## src/rtl/mem_ctrl_pkg.sv

```systemverilog
// Shared types, selector codes and load helpers for the byte-serial memory controller.
package mem_ctrl_pkg;

  // Width of the MEM access-size selector.
  localparam int MEM_SEL_W = 2;

  // Access-size selector codes.
  localparam logic [MEM_SEL_W-1:0] MEM_NOP  = 2'd0;
  localparam logic [MEM_SEL_W-1:0] MEM_BYTE = 2'd1;
  localparam logic [MEM_SEL_W-1:0] MEM_HALF = 2'd2;
  localparam logic [MEM_SEL_W-1:0] MEM_WORD = 2'd3;

  // Controller states.
  typedef enum logic [1:0] {
    ST_IDLE  = 2'd0,
    ST_READ  = 2'd1,
    ST_WRITE = 2'd2,
    ST_DONE  = 2'd3
  } ctrl_state_t;

  // Which requester currently owns the RAM port.
  typedef enum logic {
    OWN_IF  = 1'b0,
    OWN_MEM = 1'b1
  } owner_t;

  // Number of RAM byte cycles for an access size.
  function automatic logic [2:0] byte_count(input logic [MEM_SEL_W-1:0] sel);
    case (sel)
      MEM_BYTE: return 3'd1;
      MEM_HALF: return 3'd2;
      default:  return 3'd4;
    endcase
  endfunction

  // Sign/zero-extend the assembled little-endian bytes to 32 bits.
  function automatic logic [31:0] extend_load(input logic [MEM_SEL_W-1:0] sel,
                                              input logic sign,
                                              input logic [31:0] raw);
    case (sel)
      MEM_BYTE: return {{24{sign & raw[7]}}, raw[7:0]};
      MEM_HALF: return {{16{sign & raw[15]}}, raw[15:0]};
      default:  return raw;
    endcase
  endfunction

endpackage

```

## src/rtl/mem_ctrl.sv

```systemverilog
// Byte-serial RAM port arbiter for the IF (word fetch) and MEM (load/store) stages.
// MEM has fixed priority; each access is split into per-byte RAM cycles and a
// single-cycle done pulse is returned to the requester that owned the port.
module mem_ctrl
  import mem_ctrl_pkg::*;
#(
  parameter int ADDR_WIDTH = 32
) (
  input  logic                  clk,
  input  logic                  rst,
  input  logic                  if_req_i,
  input  logic [ADDR_WIDTH-1:0] if_addr_i,
  input  logic                  if_flush_i,
  output logic                  if_done_o,
  output logic [31:0]           if_data_o,
  input  logic                  mem_req_i,
  input  logic                  mem_we_i,
  input  logic [MEM_SEL_W-1:0]  mem_sel_i,
  input  logic                  mem_sign_i,
  input  logic [ADDR_WIDTH-1:0] mem_addr_i,
  input  logic [31:0]           mem_wdata_i,
  output logic                  mem_done_o,
  output logic [31:0]           mem_rdata_o,
  output logic [ADDR_WIDTH-1:0] ram_addr_o,
  output logic                  ram_wr_o,
  output logic [7:0]            ram_dout_o,
  input  logic [7:0]            ram_din_i
);

  ctrl_state_t           state_q, state_d;
  owner_t                owner_q, owner_d;
  logic [ADDR_WIDTH-1:0] addr_q, addr_d;
  logic [MEM_SEL_W-1:0]  sel_q, sel_d;
  logic                  sign_q, sign_d;
  logic [31:0]           wdata_q, wdata_d;
  logic [2:0]            cnt_q, cnt_d;
  logic [31:0]           buf_q, buf_d;
  logic [ADDR_WIDTH-1:0] ram_addr_q, ram_addr_d;
  logic                  ram_wr_q, ram_wr_d;
  logic [7:0]            ram_dout_q, ram_dout_d;
  logic                  if_done_q, if_done_d;
  logic                  mem_done_q, mem_done_d;
  logic [31:0]           if_data_q, if_data_d;
  logic [31:0]           mem_rdata_q, mem_rdata_d;

  logic [2:0]            n_s;
  logic [2:0]            inc_s;
  logic [ADDR_WIDTH-1:0] next_addr_s;
  logic [31:0]           full_s;

  assign n_s         = byte_count(sel_q);
  assign inc_s       = cnt_q + 3'd1;
  assign next_addr_s = addr_q + {{(ADDR_WIDTH-3){1'b0}}, inc_s};

  // Merge the byte arriving this cycle (index cnt-1) into the read buffer.
  always_comb begin
    full_s = buf_q;
    case (cnt_q)
      3'd1:    full_s[7:0]   = ram_din_i;
      3'd2:    full_s[15:8]  = ram_din_i;
      3'd3:    full_s[23:16] = ram_din_i;
      3'd4:    full_s[31:24] = ram_din_i;
      default: full_s = buf_q;
    endcase
  end

  // Next-state and next-output logic of the access sequencer.
  always_comb begin
    state_d     = state_q;
    owner_d     = owner_q;
    addr_d      = addr_q;
    sel_d       = sel_q;
    sign_d      = sign_q;
    wdata_d     = wdata_q;
    cnt_d       = cnt_q;
    buf_d       = buf_q;
    ram_addr_d  = ram_addr_q;
    ram_wr_d    = 1'b0;
    ram_dout_d  = ram_dout_q;
    if_done_d   = 1'b0;
    mem_done_d  = 1'b0;
    if_data_d   = if_data_q;
    mem_rdata_d = mem_rdata_q;
    case (state_q)
      ST_IDLE: begin
        if (mem_req_i && (mem_sel_i != MEM_NOP)) begin
          owner_d    = OWN_MEM;
          addr_d     = mem_addr_i;
          sel_d      = mem_sel_i;
          sign_d     = mem_sign_i;
          wdata_d    = mem_wdata_i;
          cnt_d      = 3'd0;
          buf_d      = 32'h0000_0000;
          ram_addr_d = mem_addr_i;
          if (mem_we_i) begin
            ram_wr_d   = 1'b1;
            ram_dout_d = mem_wdata_i[7:0];
            state_d    = ST_WRITE;
          end else begin
            state_d    = ST_READ;
          end
        end else if (if_req_i && !if_flush_i) begin
          owner_d    = OWN_IF;
          addr_d     = if_addr_i;
          sel_d      = MEM_WORD;
          sign_d     = 1'b0;
          cnt_d      = 3'd0;
          buf_d      = 32'h0000_0000;
          ram_addr_d = if_addr_i;
          state_d    = ST_READ;
        end else begin
          state_d    = ST_IDLE;
        end
      end
      ST_READ: begin
        if ((owner_q == OWN_IF) && if_flush_i) begin
          // Abandon the fetch; bytes already on their way are simply dropped.
          state_d = ST_IDLE;
        end else if (cnt_q == n_s) begin
          state_d = ST_DONE;
          if (owner_q == OWN_IF) begin
            if_done_d = 1'b1;
            if_data_d = full_s;
          end else begin
            mem_done_d  = 1'b1;
            mem_rdata_d = extend_load(sel_q, sign_q, full_s);
          end
        end else begin
          buf_d = full_s;
          cnt_d = inc_s;
          if (inc_s < n_s) begin
            ram_addr_d = next_addr_s;
          end else begin
            ram_addr_d = ram_addr_q;
          end
        end
      end
      ST_WRITE: begin
        if (inc_s < n_s) begin
          cnt_d      = inc_s;
          ram_wr_d   = 1'b1;
          ram_addr_d = next_addr_s;
          ram_dout_d = wdata_q[15:8];
          wdata_d    = {8'h00, wdata_q[31:8]};
        end else begin
          mem_done_d = 1'b1;
          state_d    = ST_DONE;
        end
      end
      ST_DONE: begin
        // Requests are deliberately not sampled here so a held req is not re-granted.
        state_d = ST_IDLE;
      end
      default: begin
        state_d = ST_IDLE;
      end
    endcase
  end

  // State and output registers with synchronous reset.
  always_ff @(posedge clk) begin
    if (rst) begin
      state_q     <= ST_IDLE;
      owner_q     <= OWN_IF;
      addr_q      <= '0;
      sel_q       <= MEM_NOP;
      sign_q      <= 1'b0;
      wdata_q     <= 32'h0000_0000;
      cnt_q       <= 3'd0;
      buf_q       <= 32'h0000_0000;
      ram_addr_q  <= '0;
      ram_wr_q    <= 1'b0;
      ram_dout_q  <= 8'h00;
      if_done_q   <= 1'b0;
      mem_done_q  <= 1'b0;
      if_data_q   <= 32'h0000_0000;
      mem_rdata_q <= 32'h0000_0000;
    end else begin
      state_q     <= state_d;
      owner_q     <= owner_d;
      addr_q      <= addr_d;
      sel_q       <= sel_d;
      sign_q      <= sign_d;
      wdata_q     <= wdata_d;
      cnt_q       <= cnt_d;
      buf_q       <= buf_d;
      ram_addr_q  <= ram_addr_d;
      ram_wr_q    <= ram_wr_d;
      ram_dout_q  <= ram_dout_d;
      if_done_q   <= if_done_d;
      mem_done_q  <= mem_done_d;
      if_data_q   <= if_data_d;
      mem_rdata_q <= mem_rdata_d;
    end
  end

  assign ram_addr_o  = ram_addr_q;
  assign ram_wr_o    = ram_wr_q;
  assign ram_dout_o  = ram_dout_q;
  assign if_done_o   = if_done_q;
  assign if_data_o   = if_data_q;
  assign mem_done_o  = mem_done_q;
  assign mem_rdata_o = mem_rdata_q;

endmodule

```

## config.mk

```make
export PLATFORM = sky130hd
export DESIGN_NAME = mem_ctrl
export DESIGN_NICKNAME = d
export VERILOG_FILES = /design/src/rtl/mem_ctrl_pkg.sv /design/src/rtl/mem_ctrl.sv
export SDC_FILE = /design/constraint.sdc
export NUM_CORES = 1
export LEC_CHECK = 0
export ABC_CLOCK_PERIOD_IN_PS = 7870
export BUFFER_PORTS_ARGS = -buffer_cell sky130_fd_sc_hd__buf_2
export CAP_MARGIN = 20
export CORE_ASPECT_RATIO = 0.6
export CORE_MARGIN = 8
export CORE_UTILIZATION = 45
export DETAILED_ROUTE_END_ITERATION = 6
export GPL_TIMING_DRIVEN = 0
export PLACE_DENSITY = 0.77
export SLEW_MARGIN = 25
export SYNTH_ARGS = -nofsm -noshare
export SYNTH_HDL_FRONTEND = slang
export SYNTH_SLANG_ARGS = --single-unit
```

## constraint.sdc

```tcl
create_clock -name clk -period 7.87 [get_ports clk]
set_input_delay 0.3935 -clock clk [delete_from_list [all_inputs] [get_ports clk]]
set_output_delay 0.3935 -clock clk [all_outputs]
set_load 0.1 [all_outputs]
```

==> results of run 1 <==
## synthesized netlist by cell type (all sizes together), types with 2 or more instances
cell type / instances
nor2: 157
or4: 3
o21ai: 35
and4: 4
nand3: 25
a21oi: 37
nand2: 142
mux2i: 75
nand3b: 8
or2: 2
mux2: 9
and2: 4
inv: 19
nor4b: 3
a211o: 7
o21bai: 2
a211oi: 89
xor2: 17
and3: 4
nand2b: 5
clkbuf: 52
xnor2: 12
nand4: 9
nor3: 15
nor2b: 7
a32o: 5
a22o: 24
a21boi: 2
o211ai: 26
dfxtp: 204
o221a: 2
ha: 17
buf: 26
nor4: 4
a21o: 3
## layer usage
layer,global-route usage,vias to the layer above
li1,-,4288
met4,0.0433,2
met3,0.0588,32
met5,0,-
met1,0.343,4194
met2,0.327,434
## final timing paths
| check | endpoint | slack (ps) |
|---|---|---|
| setup / recovery | ram_addr_o[28]$_SDFFE_PP0P_ | 4420 |
| hold / removal | if_done_o$_SDFF_PP0_ | 130 |
| setup reg to reg | ram_addr_o[28]$_SDFFE_PP0P_ | 4420 |
| hold reg to reg | wdata_q[25]$_SDFFE_PP0P_ | 450 |
## area by class of cell
cell class / count / area, µm²
sequential: 204 / 4080
buffer: 78 / 338
tap: 279 / 349
multi-input combinational: 773 / 4880
clock buffer: 28 / 602
fill: 1937 / 9260
timing repair buffer: 218 / 1090
clock inverter: 4 / 45.0
inverter: 20 / 75.1
## worst register-to-register path, stage by stage (launching register included)
cell and delay (ps):
dfxtp_1 370, inv_1 60, ha_1 300, clkbuf_1 410, inv_1 180, ha_1 320
o21ai_1 210, a31oi_1 200, nor2_1 380, clkbuf_1 550, o211ai_1 220, a21oi_1 160
## power by group through the flow
stage          registers (mW)  clock network [mW]  logic [mW]
2_1_floorplan            1.94                   0        1.07
3_3_place_gp             1.39                   0        2.11
3_5_place_dp             1.40                   0        2.15
4_1_cts                  1.38               0.975        2.16
5_1_grt                  1.41                1.02        2.34
6_report                 1.39               0.962        2.19
## sequential cells by signal, summed over array words and instances (netlist names)
name / flops
ram_dout_o: 8
ram_wr_o: 1
wdata_q: 24
state_q: 2
if_done_o: 1
sel_q: 2
if_data_o: 32
sign_q: 1
buf_q: 32
ram_addr_o: 32
cnt_q: 3
mem_rdata_o: 32
owner_q: 1
mem_done_o: 1
addr_q: 32
## placed cells by master (no fill, tap or decap), drive strengths merged, types with 4 or more instances in the layout
| master | instances |
|---|---|
| clkinv | 4 |
| nand2 | 142 |
| nor4 | 4 |
| buf | 244 |
| a22o | 24 |
| nand3b | 8 |
| dfxtp | 204 |
| o21ai | 35 |
| and3 | 4 |
| nor2 | 157 |
| mux2i | 75 |
| clkbuf | 80 |
| nand3 | 25 |
| nor3 | 15 |
| and2 | 4 |
| and4 | 4 |
| xor2 | 17 |
| xnor2 | 12 |
| nor2b | 7 |
| a211oi | 89 |
| nand2b | 5 |
| mux2 | 9 |
| inv | 19 |
| ha | 17 |
| a21oi | 37 |
| a211o | 7 |
| a32o | 5 |
| o211ai | 26 |
| nand4 | 9 |
## cell families (layout without fill, tap and decap cells)
logic type	after synthesis	in the layout
simple gates	395	395
fa+ha+maj	18	18
xor+xnor	29	29
flops	204	204
mux	84	84
compound gates	247	247
buf+inv	98	348
## stage by stage
| stage | cell area (µm²) | power, mW | std cells |
|---|---|---|---|
| 2_1_floorplan | 9370 | 3.01 | 1075 |
| 3_3_place_gp | 10800 | 3.51 | 1572 |
| 3_5_place_dp | 10800 | 3.55 | 1572 |
| 4_1_cts | 11500 | 4.52 | 1604 |
| 5_1_grt | 11500 | 4.78 | 1604 |
| 6_report | 11500 | 4.54 | 1604 |
==> impl_metrics.py, run 1 <==
metrics = {
    "run_status": {
        "status": "completed",
    },
    "floorplan": {
        "num_rows": 41,
        "die_w_um": 202,
        "initial_core_util": 0.452,
        "dieArea_mm2": 0.0258,
        "die_h_um": 128,
        "core_mm2": 0.0207,
        "ios": 220,
    },
    "clock_network": {
        "cts-hold-fix-buffers": 0,
        "cts_resized": 0,
        "htreeDepth": 1,
        "cts-root-buf": "clkbuf_16",
        "clock_sinks": 204,
        "insertion_delay_ps": 490,
        "cts_buffer_depth": 3,
        "post_cts.repair.setup_buffers": 0,
        "clk_pin_slew_ps": 60,
        "cts_inserted_buffers": 20,
        "cts_tree": "built",
    },
    "setup_path": {
        "cp-end-kind": "flop",
        "r2r_start": "sel_q[0]$_SDFFE_PP0P_",
        "rr_worst_depth": 11,
        "cp_slowest_stage_delay_ps": 550,
        "worstPathCellList": "inv_1, ha_1, clkbuf_1, inv_1, ha_1, o21ai_1, a31oi_1, nor2_1, clkbuf_1, o211ai_1, a21oi_1",
        "cp.arrival_ps": 3870,
        "cp_slowest_cell": "clkbuf_1",
        "critPathTopFamily": "buffers and inverters",
        "crit_cells": 11,
        "worstPathRequired_ps": 8290,
        "start_kind": "flop",
        "critPathKind": "reg -> reg",
        "cp_num_buf_inv": 4,
        "critPathMaxFanout": 10,
        "setup.worst_path.start": "sel_q[0]$_SDFFE_PP0P_",
    },
    "timing": {
        "setup_viol": 0,
        "worst_pin_slew_ps": 929,
        "hold_viol": 0,
        "final-max-slew-violation-count": 0,
        "fin_crit_ps": 3450,
        "whs_ps": 135,
        "slew_headroom": 0.380,
        "fmax_mhz": 290,
        "final.setup_skew_ps": 7.91,
        "rsz0062_at_grt": "no",
        "fin_ws_ps": 4420,
        "final.period_utilization": 0.438,
        "finalSetupTns_ps": 0,
    },
    "synthesis": {
        "ys_warn_count": 0,
        "async_flop_share": 0,
        "synth-edff-count": 0,
        "ys_types": 68,
        "synthDominantCellAreaShare": 0.436,
        "synth.avg_cell_area_um2": 8.72,
        "synth-main-ff-cell": "dfxtp_1",
        "synth_top_family_by_area": "compound AO/OA/AOI/OAI gates",
        "yosys.area_share.simple": 0.187,
        "synth_area_leader_cell": "dfxtp_1",
        "synth_area_leaders": "dfxtp_1 (44%), mux2i_1 (8.0%), a211oi_1 (7.1%)",
        "synthCells": 1075,
        "synth-xor-area-share": 0.0271,
        "muxShareOfSynthArea": 0.0909,
        "synth_seq_cells": 204,
        "synth-compound-area-share": 0.190,
        "syn_area_mm2": 0.00937,
        "synth-seq-area-share": 0.436,
        "synthAdderAreaFrac": 0.0248,
        "syn-num-nets": 1206,
    },
    "detailed_routing": {
        "drt-met1-wl_um": 15000,
        "vias_per_cell": 5.58,
        "vias": 8950,
        "wl_per_cell_um": 19.5,
        "drc": 0,
        "ant_nets": 0,
        "highest_layer": "met5",
        "wl_met2_um": 12500,
        "routed_wl_um": 31200,
        "firstDrtPassIters": 5,
        "wl_met3_um": 3360,
        "drt-initial-drc-count": 877,
    },
    "global_routing": {
        "grt_pass1_vias": 8694,
        "grt_pass1_wl_um": 48000,
        "grt.total_usage": 0.230,
        "antenna_found_initial": 1,
        "grt_max_degree": 15,
        "grt_remaining_overflow": 0,
    },
    "power": {
        "clkPwrFrac": 0.212,
        "p_sw_frac": 0.476,
        "comb_power_share": 0.482,
        "power_density_mw_per_mm2": 396,
        "ir_drop_uv": 362,
        "p_int_mw": 2.38,
        "power_frac_seq": 0.306,
        "p_sw_mw": 2.16,
        "leakagePower_nw": 4.76,
    },
    "placed_design": {
        "post-dp-hpwl_um": 24100,
        "dp_slack_ps": 4560,
        "finalWeightedCongestion": 0.951,
        "port_buffers": 218,
    },
    "finish": {
        "utilization": 0.553,
        "syn_to_final_growth_pct": 22.3,
        "layout-drive-gt1-share": 0.223,
        "fin_nets": 1446,
        "antenna_cells": 0,
    },
    "min_path": {
        "min_delay_path_depth": 2,
        "hold_class": "in -> reg",
        "min-delay-start": "if_flush_i",
    },
    "job": {
        "max-cap-violations": 0,
    },
}
No activity file was read; power rests on OpenSTA's default activity.
==> run 2, diff against run 1 <==
--- a/config.mk
+++ b/config.mk
@@ -5,7 +5,8 @@
 export SDC_FILE = /design/constraint.sdc
 export NUM_CORES = 1
 export LEC_CHECK = 0
-export ABC_CLOCK_PERIOD_IN_PS = 7870
+export ABC_AREA = 1
+export ABC_CLOCK_PERIOD_IN_PS = 2800
 export BUFFER_PORTS_ARGS = -buffer_cell sky130_fd_sc_hd__buf_2
 export CAP_MARGIN = 20
 export CORE_ASPECT_RATIO = 0.6
@@ -13,7 +14,7 @@
 export CORE_UTILIZATION = 45
 export DETAILED_ROUTE_END_ITERATION = 6
 export GPL_TIMING_DRIVEN = 0
-export PLACE_DENSITY = 0.77
+export PLACE_DENSITY = 0.79
 export SLEW_MARGIN = 25
 export SYNTH_ARGS = -nofsm -noshare
 export SYNTH_HDL_FRONTEND = slang
==> constraint.sdc (replaced) <==
create_clock -name clk -period 2.8 [get_ports clk]
set_input_delay 0.14 -clock clk [delete_from_list [all_inputs] [get_ports clk]]
set_output_delay 0.14 -clock clk [all_outputs]
set_load 0.1 [all_outputs]
==> run 2 against run 1 <==
  * Sequential power rose to 2.8 times the previous value
  * Core utilization rose by 1.3 points
  * Count of clock-buffer cells in the layout increased by 1
  * Routed wire length rose by 18%
  * Non-clock buffer count up 25
==> impl_metrics.py, run 2 <==
metrics = {
    "setup_path": {
        "worstPathRequired_ps": 3160,
        "r2r_end": "ram_addr_o[14]$_SDFFE_PP0P_",
        "r2r_setup_slack_ps": 130,
        "critPathMaxFanout": 5,
        "r2r_start": "cnt_q[1]$_SDFFE_PP0P_",
        "critPathKind": "reg -> reg",
        "setup.worst_path.start": "cnt_q[1]$_SDFFE_PP0P_",
        "start_kind": "flop",
        "critPathCapture": "ram_addr_o[14]$_SDFFE_PP0P_",
        "cp.arrival_ps": 3030,
        "rr_worst_depth": 13,
        "cp-end-kind": "flop",
    },
    "job": {
        "max-cap-violations": 0,
    },
    "power": {
        "p_sw_mw": 6.99,
        "power_frac_seq": 0.279,
        "clkPwrFrac": 0.208,
        "p_int_mw": 6.78,
        "ir_drop_uv": 573,
        "leakagePower_nw": 5.81,
        "comb_power_share": 0.513,
        "total_power_mw": 13.8,
        "p_sw_frac": 0.507,
        "power_density_mw_per_mm2": 1100,
    },
    "global_routing": {
        "grt_pass1_wl_um": 57300,
        "grt_pass1_vias": 10100,
        "antenna_found_initial": 0,
        "grt_max_degree": 16,
        "grt.total_usage": 0.256,
        "grt_remaining_overflow": 0,
    },
    "placed_design": {
        "port_buffers": 218,
        "post_dp_cell_area_mm2": 0.0115,
        "numPlacedInstances": 2033,
        "finalWeightedCongestion": 1.01,
        "post-dp-hpwl_um": 29000,
        "dp_slack_ps": 23.3,
    },
    "synthesis": {
        "synth-edff-count": 0,
        "synthDominantCellAreaShare": 0.404,
        "syn_area_mm2": 0.0101,
        "ys_warn_count": 0,
        "synth_seq_cells": 204,
        "synth_area_leader_cell": "dfxtp_1",
        "ys_types": 36,
        "synth-main-ff-cell": "dfxtp_1",
        "ys_top_cells_by_count": "nand2_1 (411), dfxtp_1 (204), nor2_1 (198), a21oi_1 (196), o21ai_0 (149)",
        "syn-num-nets": 1660,
        "synth-seq-area-share": 0.404,
        "synth_most_common_cell": "nand2_1",
        "async_flop_share": 0,
        "synthCells": 1529,
        "synth_area_leaders": "dfxtp_1 (40%), nand2_1 (15%), a21oi_1 (9.7%)",
        "synth.avg_cell_area_um2": 6.60,
    },
    "finish": {
        "fin_nets": 1918,
        "multi_input_area_mm2": 0.00509,
        "utilization": 0.566,
        "finish.instance_area_mm2": 0.0125,
        "syn_to_final_growth_pct": 23.4,
        "most-common-layout-cells": "nand2_1 (411), buf_2 (242), dfxtp_1 (203)",
        "layout.area.seq_mm2": 0.00409,
        "mostFrequentLayoutCell": "nand2_1",
        "antenna_cells": 0,
        "fillers": 2160,
        "layout-drive-gt1-share": 0.180,
        "layoutNonFillerInstCount": 2087,
    },
    "detailed_routing": {
        "firstDrtPassIters": 6,
        "vias_per_cell": 5.34,
        "routed_wl_um": 37000,
        "ant_nets": 0,
        "wl_per_cell_um": 17.7,
        "drc": 0,
        "vias": 11100,
        "drt-initial-drc-count": 1400,
    },
    "floorplan": {
        "ios": 220,
        "die_h_um": 132,
        "dieArea_mm2": 0.0276,
        "num_rows": 42,
        "initial_core_util": 0.459,
        "core_mm2": 0.0220,
        "die_w_um": 209,
    },
    "clock_network": {
        "cts-root-buf": "clkbuf_16",
        "htreeDepth": 1,
        "cts_tree": "built",
        "clock_sinks": 204,
        "clk_pin_slew_ps": 60,
        "cts_inserted_buffers": 20,
        "insertion_delay_ps": 500,
        "cts_buffer_depth": 3,
    },
    "timing": {
        "rsz0062_at_grt": "no",
        "fin_ws_ps": 132,
        "fmax_mhz": 375,
        "fin_crit_ps": 2670,
        "finalSetupTns_ps": 0,
        "final-max-slew-violation-count": 0,
        "hold_viol": 0,
        "slew_headroom": 0.427,
        "setup_viol": 0,
        "final.setup_skew_ps": 6.72,
        "final.period_utilization": 0.953,
        "worst_pin_slew_ps": 860,
        "whs_ps": 1.85,
    },
    "run_status": {
        "status": "completed",
    },
    "min_path": {
        "hold_class": "in -> reg",
    },
}
[run 2: changes by cell type after synthesis, sizes merged, moves of 13 or more]
cell	delta
a211oi	-89
a21oi	+160
a22o	-24
buf	+13
inv	+128
mux2i	-61
nand2	+272
nand3	+32
nor2	+46
nor3	-14
o211ai	-25
o21ai	+128
[run 2: worst min path at each step]
| stage | startpoint | to | depth (start not counted) |
|---|---|---|---|
| final | mem_wdata_i[5] | ram_dout_o[5]$_SDFFE_PP0P_ | 5 |
| after floorplan | mem_sign_i | sign_q$_SDFFE_PP0P_ | 2 |
| after global routing | mem_wdata_i[9] | wdata_q[9]$_SDFFE_PP0P_ | 5 |
| after CTS | mem_wdata_i[9] | wdata_q[9]$_SDFFE_PP0P_ | 5 |
| after detailed placement | mem_wdata_i[29] | wdata_q[29]$_SDFFE_PP0P_ | 3 |
| after global placement | mem_wdata_i[29] | wdata_q[29]$_SDFFE_PP0P_ | 3 |
[run 2: metal layers]
metal,up-vias,GRT usage,wire (µm)
li1,5406,-,-
met1,5093,0.397,17900
met2,594,0.343,14000
met3,51,0.0738,4570
met4,0,0.0406,488
met5,-,0,0
[run 2: what timing repair did]
action,4_1_cts,5_1_grt
gates cloned,0,0
setup buffers,0,1
pin swaps,0,1
endpoints found under the setup margin,1,28
hold buffers,17,0
endpoints found under the hold margin,17,0
gates resized for setup,1,12
[run 2: area by class of cell]
class,count,share of cell area
Multi-Input combinational cell,1091,0.408
Sequential cell,204,0.328
Timing Repair Buffer,236,0.102
Clock buffer,29,0.0486
Inverter,149,0.0449
Buffer,85,0.0327
Tap cell,286,0.0287
Clock inverter,7,0.00733
[run 2: critical path: stages, from the launching register on]
cell	delay (ps)
dfxtp_1	440
inv_1	110
ha_1	350
inv_1	90
fa_1	410
inv_1	110
nand2_1	80
nand2_1	100
nand2_1	140
nor2_4	180
xor2_1	170
nand2_1	60
nand2_1	190
a21oi_1	100
[run 2: power groups by stage]
stage,clock network [mW],registers (mW),logic [mW]
final,2.86,3.84,7.06
after CTS,2.89,3.83,6.92
after detailed placement,0,3.89,6.85
after global placement,0,3.87,6.78
after global routing,3.03,3.91,7.59
after floorplan,0,5.81,3.21
[run 2: kinds of logic after synthesis]
kind of cell / after synthesis / share of synthesized area
simple gates: 678 / 0.266
compound gates: 371 / 0.187
buf+inv: 234 / 0.0955
flops: 204 / 0.404
mux: 18 / 0.0183
fa+ha+maj: 18 / 0.0230
xor+xnor: 6 / 0.00520
==> run 3, diff against run 2 <==
--- a/config.mk
+++ b/config.mk
@@ -14,7 +14,8 @@
 export CORE_UTILIZATION = 45
 export DETAILED_ROUTE_END_ITERATION = 6
 export GPL_TIMING_DRIVEN = 0
-export PLACE_DENSITY = 0.79
+export PLACE_DENSITY = 0.8
+export REMOVE_ABC_BUFFERS = 1
 export SLEW_MARGIN = 25
 export SYNTH_ARGS = -nofsm -noshare
 export SYNTH_HDL_FRONTEND = slang
==> run 3 against run 2 <==
  * Critical path depth decreased by 3
  * Count of clock-buffer cells in the layout rose by 1
  * Largest power group unchanged
  * Final cell count decreased by 2.4%
  * Global-route usage down 2.8 points
  * Power rose by 0.81%
  * Largest cell class unchanged
  * Flip-flop and latch count is the same
  * Hold slack gained 17 ps
  * Combinational power is 2% higher
  * Clock power down 1%
  * Final area rose by 0.57%
  * First-iteration DRC count shrank 19%
  * Core utilization increased by 0.32 points
==> impl_metrics.py, run 3 (same netlist as run 2, synthesis figures left out) <==
metrics = {
    "timing": {
        "whs_ps": 19.3,
        "worst_pin_slew_ps": 1070,
        "final-max-slew-violation-count": 0,
        "final.setup_skew_ps": 9.74,
        "fin_crit_ps": 2680,
        "slew_headroom": 0.287,
        "hold_viol": 0,
        "final.period_utilization": 0.959,
        "setup_viol": 0,
        "fmax_mhz": 373,
    },
    "power": {
        "power_density_mw_per_mm2": 1110,
        "leakagePower_nw": 5.78,
        "ir_drop_uv": 904,
    },
    "setup_path": {
        "cp.arrival_ps": 3100,
        "critPathMaxFanout": 21,
        "critPathKind": "reg -> reg",
        "r2r_start": "sel_q[1]$_SDFFE_PP0P_",
        "worstPathCellList": "inv_1, ha_1, ha_1, inv_1, nand2_1, nor2_4, nand3_4, nor2_2, o21ai_0, a21oi_1",
        "cp_slowest_cell": "nor2_2",
        "r2r_setup_slack_ps": 120,
        "cp_slowest_stage_delay_ps": 880,
        "worstPathRequired_ps": 3220,
        "cp-end-kind": "flop",
        "r2r_end": "mem_rdata_o[29]$_SDFFE_PP0P_",
        "rr_worst_depth": 10,
        "start_kind": "flop",
    },
    "finish": {
        "finish.instance_area_mm2": 0.0125,
        "fin_nets": 1868,
        "fillers": 2079,
        "syn_to_final_growth_pct": 24.1,
        "mostFrequentLayoutCell": "nand2_1",
        "most-common-layout-cells": "nand2_1 (409), buf_2 (220), dfxtp_1 (203)",
        "layout-drive-gt1-share": 0.182,
    },
    "clock_network": {
        "insertion_delay_ps": 490,
        "cts_tree": "built",
        "clock_sinks": 204,
        "clk_pin_slew_ps": 60,
        "htreeDepth": 1,
        "cts_inserted_buffers": 21,
        "cts-root-buf": "clkbuf_16",
        "cts_buffer_depth": 3,
    },
    "placed_design": {
        "finalWeightedCongestion": 0.958,
        "post-dp-hpwl_um": 23100,
        "post_dp_cell_area_mm2": 0.0114,
        "port_buffers": 219,
    },
    "floorplan": {
        "die_w_um": 209,
        "dieArea_mm2": 0.0276,
        "initial_core_util": 0.459,
        "num_rows": 42,
        "ios": 220,
        "core_mm2": 0.0220,
        "die_h_um": 132,
    },
    "detailed_routing": {
        "routed_wl_um": 33600,
        "ant_nets": 0,
        "wl_per_cell_um": 16.5,
        "vias_per_cell": 5.24,
        "drc": 0,
        "drt-initial-drc-count": 1129,
        "vias": 10700,
        "firstDrtPassIters": 5,
    },
    "min_path": {
        "worstHoldEndpoint": "ram_dout_o[1]$_SDFFE_PP0P_",
        "min-delay-start": "mem_wdata_i[1]",
        "hold_class": "in -> reg",
        "min_delay_path_depth": 5,
    },
    "global_routing": {
        "grt.total_usage": 0.228,
        "antenna_found_initial": 2,
        "grt_remaining_overflow": 0,
        "grt_pass1_wl_um": 52500,
        "grt_max_degree": 101,
        "grt_pass1_vias": 9816,
    },
    "run_status": {
        "status": "completed",
    },
    "job": {
        "max-cap-violations": 0,
    },
}
-- run 3: cell count changes in the layout (fill, tap and decap cells not counted), sizes merged --
cell | previous run | this run
clkbuf | 76 | 30
nor2 | 203 | 205
buf | 257 | 243
dlygate4sd3 | 17 | 23
clkinv | 5 | 6
diode | 0 | 1
inv | 148 | 144
clkinvlp | 1 | 4
-- run 3: critical path: cells and delay by family (launching register included) --
kind	cells	cell delay [ps]
fa+ha+maj	2	490
compound gates	2	320
flops	1	400
simple gates	4	1250
buf+inv	2	140
-- run 3: worst max path at each step --
| stage | startpoint | to | slack (ps) | cells past startpoint |
|---|---|---|---|---|
| 2_1_floorplan | state_q[0]$_SDFFE_PP0P_ | ram_addr_o[10]$_SDFFE_PP0P_ | -940 | 9 |
| 3_5_place_dp | sel_q[0]$_SDFFE_PP0P_ | ram_addr_o[13]$_SDFFE_PP0P_ | -1230 | 12 |
| 5_1_grt | sel_q[1]$_SDFFE_PP0P_ | if_data_o[6]$_SDFFE_PP0P_ | -10 | 12 |
| 4_1_cts | state_q[0]$_SDFFE_PP0P_ | ram_addr_o[16]$_SDFFE_PP0P_ | 40 | 9 |
| 6_report | sel_q[1]$_SDFFE_PP0P_ | mem_rdata_o[29]$_SDFFE_PP0P_ | 120 | 10 |
| 3_3_place_gp | state_q[0]$_SDFFE_PP0P_ | ram_addr_o[15]$_SDFFE_PP0P_ | -3180 | 9 |
-- run 3: power by group --
part | internal, mW | switching [mW]
Clock | 1.66 | 1.15
Combinational | 1.89 | 5.29
Sequential | 3.47 | 0.402
Total | 7.03 | 6.85
-- run 3: routing by layer --
layer  wire [µm]  global-route usage
met3        3690              0.0684
met5          13                   0
met4         665              0.0523
met1       15500               0.323
met2       13800               0.334
-- run 3: metrics by stage --
step | utilization | instances | setup slack, ps | power, mW | setup TNS, ps
5_1_grt | 0.569 | 2036 | -13.9 | 14.7 | -13.9
3_3_place_gp | 0.506 | 1949 | -3180 | 9.95 | -421430
2_1_floorplan | - | 1444 | -940 | 8.68 | -29080
4_1_cts | 0.563 | 2024 | 36.2 | 13.6 | 0
6_report | 0.569 | 2036 | 116 | 13.9 | 0
3_5_place_dp | 0.517 | 1960 | -1230 | 10.5 | -68760
-- run 3: what timing repair did --
| action | in CTS | in global routing |
|---|---|---|
| resized for setup | 13 | 11 |
| hold buffers | 23 | 0 |
| endpoints found under the setup margin | 155 | 67 |
| gates cloned | 3 | 1 |
| setup buffers | 3 | 10 |
| hold endpoints to repair | 25 | 0 |
| pin swaps | 2 | 2 |
-- run 3: layout make-up --
class | count | area, µm² | area share
Timing Repair inverter | 2 | 12.5 | 0.000998
Inverter | 149 | 589 | 0.0470
Multi-Input combinational cell | 1093 | 5170 | 0.413
Clock inverter | 5 | 75.1 | 0.00599
Tap cell | 286 | 358 | 0.0285
Sequential cell | 204 | 4090 | 0.326
Timing Repair Buffer | 266 | 1640 | 0.131
Antenna cell | 1 | 2.50 | 0.000200
Clock buffer | 30 | 599 | 0.0478
